**config.mk**
```make
export PLATFORM = sky130hd
export DESIGN_NAME = ivb_write_sched_flat
export DESIGN_NICKNAME = d
export VERILOG_FILES = /design/src/rtl/ivb_pkg.sv /design/src/rtl/ivb_write_sched_if.sv /design/src/rtl/rr_arbiter.sv /design/src/rtl/ivb_write_sched.sv /design/src/flat_wrapper.sv
export SDC_FILE = /design/constraint.sdc
export NUM_CORES = 1
export LEC_CHECK = 0
export BUFFER_PORTS_ARGS = -buffer_cell sky130_fd_sc_hd__buf_4
export CAP_MARGIN = 30
export CORE_AREA = 2 2 162 164
export DETAILED_ROUTE_END_ITERATION = 10
export DIE_AREA = 0 0 164 166
export HOLD_SLACK_MARGIN = 0.12
export PLACE_DENSITY_LB_ADDON = 0.25
export SETUP_SLACK_MARGIN = 0.5
export SLEW_MARGIN = 10
export SYNTH_ARGS = -nofsm -noshare
export SYNTH_HDL_FRONTEND = slang
export SYNTH_HIERARCHICAL = 1
export SYNTH_SLANG_ARGS = --single-unit
```
**constraint.sdc**
```tcl
create_clock -name clk -period 8.8 [get_ports clk]
set_clock_uncertainty 0.1 [all_clocks]
set_input_delay 2.2 -clock clk [delete_from_list [all_inputs] [get_ports clk]]
set_output_delay 2.2 -clock clk [all_outputs]
set_load 0.05 [all_outputs]
```
**src/rtl/ivb_pkg.sv**
```systemverilog
// Shared constants and FSM state type for the IVB write scheduler.
package ivb_pkg;

  localparam int unsigned VEC_W  = 256;
  localparam int unsigned BEAT_W = VEC_W / 2;

  // Non-zero data with wen low takes the assembler from VALID back to IDLE.
  localparam logic [BEAT_W-1:0] FLUSH_WORD = {{(BEAT_W - 1){1'b0}}, 1'b1};

  typedef enum logic [1:0] {
    StArb,
    StSecond,
    StGap,
    StFlush
  } state_e;

endpackage

```
**src/rtl/ivb_write_sched_if.sv**
```systemverilog
// Requester beat streams plus the assembler write/complete handshake.
interface ivb_write_sched_if #(
  parameter int unsigned NREQ = 2
);
  import ivb_pkg::*;

  logic [NREQ-1:0]        req_valid;
  logic [NREQ*BEAT_W-1:0] req_data;
  logic [NREQ-1:0]        req_last;
  logic [NREQ-1:0]        req_ready;
  logic                   ivb_wen;
  logic                   ivb_wleft;
  logic [BEAT_W-1:0]      ivb_wdata;
  logic                   ivb_rvalid;

  modport master (
    input  req_valid, req_data, req_last, ivb_rvalid,
    output req_ready, ivb_wen, ivb_wleft, ivb_wdata
  );

  modport slave (
    output req_valid, req_data, req_last, ivb_rvalid,
    input  req_ready, ivb_wen, ivb_wleft, ivb_wdata
  );

endinterface

```
**src/rtl/rr_arbiter.sv**
```systemverilog
// Round-robin picker: one-hot grant of the first request at or above ptr_i, wrapping.
module rr_arbiter #(
  parameter int unsigned  NREQ  = 2,
  localparam int unsigned PTR_W = (NREQ > 1) ? $clog2(NREQ) : 1
) (
  input  logic [NREQ-1:0]  req_i,
  input  logic [PTR_W-1:0] ptr_i,
  output logic [NREQ-1:0]  gnt_o
);

  always_comb begin
    gnt_o = '0;
    // Scan from the farthest slot back towards ptr_i so the nearest request is written last.
    for (int k = NREQ - 1; k >= 0; k--) begin
      if (req_i[(int'(ptr_i) + k) % NREQ]) begin
        gnt_o = '0;
        gnt_o[(int'(ptr_i) + k) % NREQ] = 1'b1;
      end
    end
  end

endmodule

```
**src/rtl/ivb_write_sched.sv**
```systemverilog
// Packet arbiter and two-beat write sequencer in front of the 128->256 vector assembler.
module ivb_write_sched
  import ivb_pkg::*;
#(
  parameter int unsigned NREQ  = 2,
  parameter int unsigned CNT_W = 16
) (
  input  logic                clk,
  input  logic                reset,
  ivb_write_sched_if.master   bus,
  output logic [NREQ-1:0]     grant,
  output logic                busy,
  output logic [CNT_W-1:0]    vec_count,
  output logic                pkt_done
);

  localparam int unsigned PTR_W = (NREQ > 1) ? $clog2(NREQ) : 1;

  state_e           state_q, state_d;
  logic [NREQ-1:0]  grant_q, grant_d;
  logic [PTR_W-1:0] rr_ptr_q, rr_ptr_d;
  logic             last_q, last_d;
  logic [CNT_W-1:0] vec_count_q, vec_count_d;
  logic             pkt_done_q, pkt_done_d;

  logic              locked;
  logic [NREQ-1:0]   arb_req, arb_gnt, beat_sel;
  logic [BEAT_W-1:0] beat_data;
  logic              owner_valid, owner_last;
  logic [PTR_W-1:0]  owner_idx, next_ptr;

  // While a packet is open only its owner may compete.
  assign locked      = |grant_q;
  assign arb_req     = locked ? (bus.req_valid & grant_q) : bus.req_valid;
  assign owner_valid = |(bus.req_valid & grant_q);
  assign owner_last  = |(bus.req_last & grant_q);
  assign beat_sel    = (state_q == StArb) ? arb_gnt : grant_q;

  rr_arbiter #(
    .NREQ (NREQ)
  ) u_rr_arbiter (
    .req_i (arb_req),
    .ptr_i (rr_ptr_q),
    .gnt_o (arb_gnt)
  );

  always_comb begin
    beat_data = '0;
    owner_idx = '0;
    for (int i = 0; i < NREQ; i++) begin
      if (beat_sel[i]) beat_data = bus.req_data[i*BEAT_W +: BEAT_W];
      if (grant_q[i])  owner_idx = PTR_W'(i);
    end
  end

  assign next_ptr = (owner_idx == PTR_W'(NREQ - 1)) ? '0 : owner_idx + PTR_W'(1);

  always_comb begin
    state_d       = state_q;
    grant_d       = grant_q;
    rr_ptr_d      = rr_ptr_q;
    last_d        = last_q;
    pkt_done_d    = 1'b0;
    vec_count_d   = vec_count_q;
    bus.req_ready = '0;
    bus.ivb_wen   = 1'b0;
    bus.ivb_wleft = 1'b0;
    bus.ivb_wdata = '0;

    if (bus.ivb_rvalid && (vec_count_q != '1)) vec_count_d = vec_count_q + CNT_W'(1);

    case (state_q)
      StArb: begin
        if (|arb_req) begin
          bus.req_ready = arb_gnt;
          bus.ivb_wen   = 1'b1;
          bus.ivb_wleft = 1'b1;
          bus.ivb_wdata = beat_data;
          grant_d       = arb_gnt;
          if (!locked) vec_count_d = '0;
          state_d       = StSecond;
        end
      end
      StSecond: begin
        if (owner_valid) begin
          bus.req_ready = grant_q;
          bus.ivb_wen   = 1'b1;
          bus.ivb_wdata = beat_data;
          last_d        = owner_last;
          state_d       = StGap;
        end
      end
      StGap: begin
        state_d = last_q ? StFlush : StArb;
      end
      StFlush: begin
        bus.ivb_wdata = FLUSH_WORD;
        pkt_done_d    = 1'b1;
        rr_ptr_d      = next_ptr;
        grant_d       = '0;
        last_d        = 1'b0;
        state_d       = StArb;
      end
      default: state_d = StArb;
    endcase
  end

  always_ff @(posedge clk) begin
    if (reset) begin
      state_q     <= StArb;
      grant_q     <= '0;
      rr_ptr_q    <= '0;
      last_q      <= 1'b0;
      vec_count_q <= '0;
      pkt_done_q  <= 1'b0;
    end else begin
      state_q     <= state_d;
      grant_q     <= grant_d;
      rr_ptr_q    <= rr_ptr_d;
      last_q      <= last_d;
      vec_count_q <= vec_count_d;
      pkt_done_q  <= pkt_done_d;
    end
  end

  assign grant     = grant_q;
  assign busy      = locked;
  assign vec_count = vec_count_q;
  assign pkt_done  = pkt_done_q;

endmodule

```
**src/flat_wrapper.sv**
```systemverilog
// flat-port wrapper written by rule: the top's interface ports become plain ports
module ivb_write_sched_flat import ivb_pkg::*;
#(
  parameter int unsigned NREQ  = 2,
  parameter int unsigned CNT_W = 16
)
  (clk, reset, grant, busy, vec_count, pkt_done, bus_req_valid, bus_req_data, bus_req_last, bus_ivb_rvalid, bus_req_ready, bus_ivb_wen, bus_ivb_wleft, bus_ivb_wdata);
  ivb_write_sched_if #(.NREQ(NREQ)) bus_i ();
  input  logic clk;
  input  logic reset;
  output logic [NREQ-1:0] grant;
  output logic busy;
  output logic [CNT_W-1:0] vec_count;
  output logic pkt_done;
  input wire logic [$bits(bus_i.req_valid)-1:0] bus_req_valid;
  input wire logic [$bits(bus_i.req_data)-1:0] bus_req_data;
  input wire logic [$bits(bus_i.req_last)-1:0] bus_req_last;
  input wire logic [$bits(bus_i.ivb_rvalid)-1:0] bus_ivb_rvalid;
  output wire logic [$bits(bus_i.req_ready)-1:0] bus_req_ready;
  output wire logic [$bits(bus_i.ivb_wen)-1:0] bus_ivb_wen;
  output wire logic [$bits(bus_i.ivb_wleft)-1:0] bus_ivb_wleft;
  output wire logic [$bits(bus_i.ivb_wdata)-1:0] bus_ivb_wdata;
  assign bus_i.req_valid = bus_req_valid;
  assign bus_i.req_data = bus_req_data;
  assign bus_i.req_last = bus_req_last;
  assign bus_i.ivb_rvalid = bus_ivb_rvalid;
  assign bus_req_ready = bus_i.req_ready;
  assign bus_ivb_wen = bus_i.ivb_wen;
  assign bus_ivb_wleft = bus_i.ivb_wleft;
  assign bus_ivb_wdata = bus_i.ivb_wdata;
  ivb_write_sched #(.NREQ(NREQ), .CNT_W(CNT_W)) u_core (.clk(clk), .reset(reset), .bus(bus_i), .grant(grant), .busy(busy), .vec_count(vec_count), .pkt_done(pkt_done));
endmodule
```
==> metrics <==
Worst Path Arrival 4570 ps; clock root cell clkbuf_16; FF+latch count, synth 23; hold buffers post-CTS 0; R2R Setup Slk 6780 ps; most used cell, CP buf_4; DRT iter0 DRCs 266; max frequency 145.5 MHz; Top FF cell, synth dfxtp_1; number of global-route vias before repair 5075; CTS tree done; synthesized area 2930 µm²; Hold Path End u_core/state_q[1]; later-pin clock latency in the skew report 260 ps; Max VDD drop 0.07032 mV; die height 166 µm; slowest cell on the critical path or3b_2; Fillers 2880; Final Hold Fails 0; average wire per standard cell 17.93 µm; gpl congestion 0.8236; vias post-DR 5037; antenna violations before repair 0; vias per cell 4.320; max_slew headroom 0.4701; worst path required time 6500 ps; Total GRT Usage 0.1412; post-synthesis sequential area ratio 0.1571; die outline area 27220 µm²; R2R Path End u_core/vec_count[10]; clock-pin slew on the worst setup and hold paths 60 ps; num ports 415; Antenna Violating Nets Remaining 0; Syn. warnings 6; IO Port Bufs 414; Async S/R FF share, synth 0; Final setup viols 0; HP Start u_core/last_q; Final nets 1095; first-pass GRT wire length 29520 µm; worst slew pin tran 794.8 ps; critical path class in -> out; RR Startpoint u_core/vec_count[0]; Die X 164 µm; Startpoint Class input pin; hold path depth 2; r2r worst-path depth 5; pin count of the biggest net entering global routing 106; share of cells above drive strength 1 0.5217; DR pass1 iterations 7; post-CTS setup buffers 0; Total Power 0.9221 mW; Rows 59; Placed Instances 1161; final non-filler cell total 1166; H-tree levels 1; leakage 3.054 nW; fin crit share 0.7811; Mapped Nets 722; Num CTS Buffers 3; maximum root-to-sink buffer count 2; Post-synth EDFFs 0; Core Region 25620 µm²; Total Wirelength 20910 µm; Slew Limit Fails 0; status finished clean; RSZ-0062 raised after global routing false; Resized Gates After CTS 0; Final Critical Period 6874 ps; critical path cell sequence buf_4, and2_1, a21boi_1, or3b_2, a221oi_4, buf_12, a22oi_1, nor2_1, buf_4; Setup TNS Final 0 ps; Syn Area/Cell 6.398 µm²; Initial Util 0.1144; share of the synthesized area in the top cell type 0.3305; post-DP HPWL 17080 µm; largest area contributor in the netlist a22oi_1; max_cap viols 0; Num Clock Sinks 23; # DRC 0; top post-synthesis cells by area a22oi_1 33%, nor2_1 18%, dfxtp_1 16%; cells after synthesis 458; worst min path class reg -> reg; Area Growth Syn to Fin 118.5%; Congestion Overflow GR 0; Critical Path End Type primary output; pwr dens 144.0 nW/µm²; CP max stage delay 500 ps; critical path peak fanout 105; Yosys cell types 48
## layout make-up
type / instances / area, µm² / area share
antenna: 1 / 2.502 / 0.0003908
tap: 335 / 419.2 / 0.06546
timing repair buffer: 418 / 3176 / 0.4959
sequential: 23 / 460.4 / 0.07190
clock buffer: 4 / 78.83 / 0.01231
inverter: 10 / 37.54 / 0.005862
multi-input combinational: 375 / 2230 / 0.3482
## report_power, final
group / internal, mW / leakage (nW) / total (mW) / switching, mW
registers: 0.106 / 0.186 / 0.111 / 0.00485
clock network: 0.0618 / 0.0382 / 0.0999 / 0.0380
logic: 0.238 / 2.83 / 0.711 / 0.473
total: 0.406 / 3.05 / 0.922 / 0.516
## sequential cells by signal, summed over array words and instances, names as in the netlist
register,cells
u_core/state_q,2
u_core/pkt_done,1
u_core/rr_ptr_q,1
u_core/vec_count,16
u_core/grant,2
u_core/last_q,1
## metal layers
layer  GRT usage  share of wire
met1      0.1549           0.38
met2      0.2742           0.52
met3     0.03571          0.086
met4     0.01983          0.013
met5           0              0
## synthesized netlist by cell type (3+ instances only)
master	n
inv_1	10
o21ai_0	8
or2_2	4
dfxtp_1	23
nand2b_1	4
a22oi_1	129
nand2_1	8
nand3_1	6
nor2_1	142
nand4_1	7
nor3_1	4
buf_2	26
or4_1	5
clkbuf_1	19
a21oi_1	15
or3_1	3
o31ai_1	6
## cell families after synthesis
logic type | Yosys count | share of synthesized area
AOI/OAI and AO/OA | 175 | 0.4317
xor gates and xnor gates | 1 | 0.002989
adders and majority gates | 1 | 0.004269
buffers and inverters | 60 | 0.09436
DFF | 23 | 0.1571
muxes | 2 | 0.006832
and+or+nand+nor | 196 | 0.3027
## critical path: cells and delay by family
family / cells / cell delay (ps)
AOI/OAI and AO/OA: 3 / 680
buffers and inverters: 3 / 700
and+or+nand+nor: 3 / 790
## stage by stage
| stage | hold WS [ps] | worst slack [ps] | utilization | area [µm²] |
|---|---|---|---|---|
| 6_report | 417.5 | 1926 | 0.2500 | 6404 |
| 5_1_grt | 446.5 | 1790 | 0.2499 | 6401 |
| 4_1_cts | 421.1 | 1940 | 0.2499 | 6401 |
| 3_5_place_dp | 398.5 | 1954 | 0.2468 | 6322 |
| 3_3_place_gp | 391.5 | 1965 | 0.2468 | 6322 |
| 2_1_floorplan | 365.6 | 1917 | - | 2930 |
## worst max path at each step
stage / start / slack (ps) / end / cells after the start
final: bus_req_valid[1] / 1930 / bus_ivb_wdata[125] / 9
after global routing: bus_req_valid[1] / 1790 / bus_ivb_wdata[76] / 9
after CTS: bus_req_valid[1] / 1940 / bus_ivb_wdata[86] / 9
after detailed placement: bus_req_valid[1] / 1950 / bus_ivb_wdata[86] / 9
after global placement: bus_req_valid[1] / 1960 / bus_ivb_wdata[76] / 9
after floorplan: bus_req_valid[0] / 1920 / bus_ivb_wdata[0] / 7
## cells in the final DEF (no fill, tap or decap), types with 3 or more instances in the layout
cell type / instances
nand2b_1: 4
buf_4: 415
or2_2: 4
nand2_1: 8
dfxtp_1: 23
o21ai_0: 8
inv_1: 10
buf_12: 3
o31ai_1: 6
a22oi_1: 129
nand4_1: 7
clkbuf_16: 3
nand3_1: 6
nor2_1: 142
a21oi_1: 15
or4_1: 5
nor3_1: 4
or3_1: 3
(Power assumes the default switching activity.)
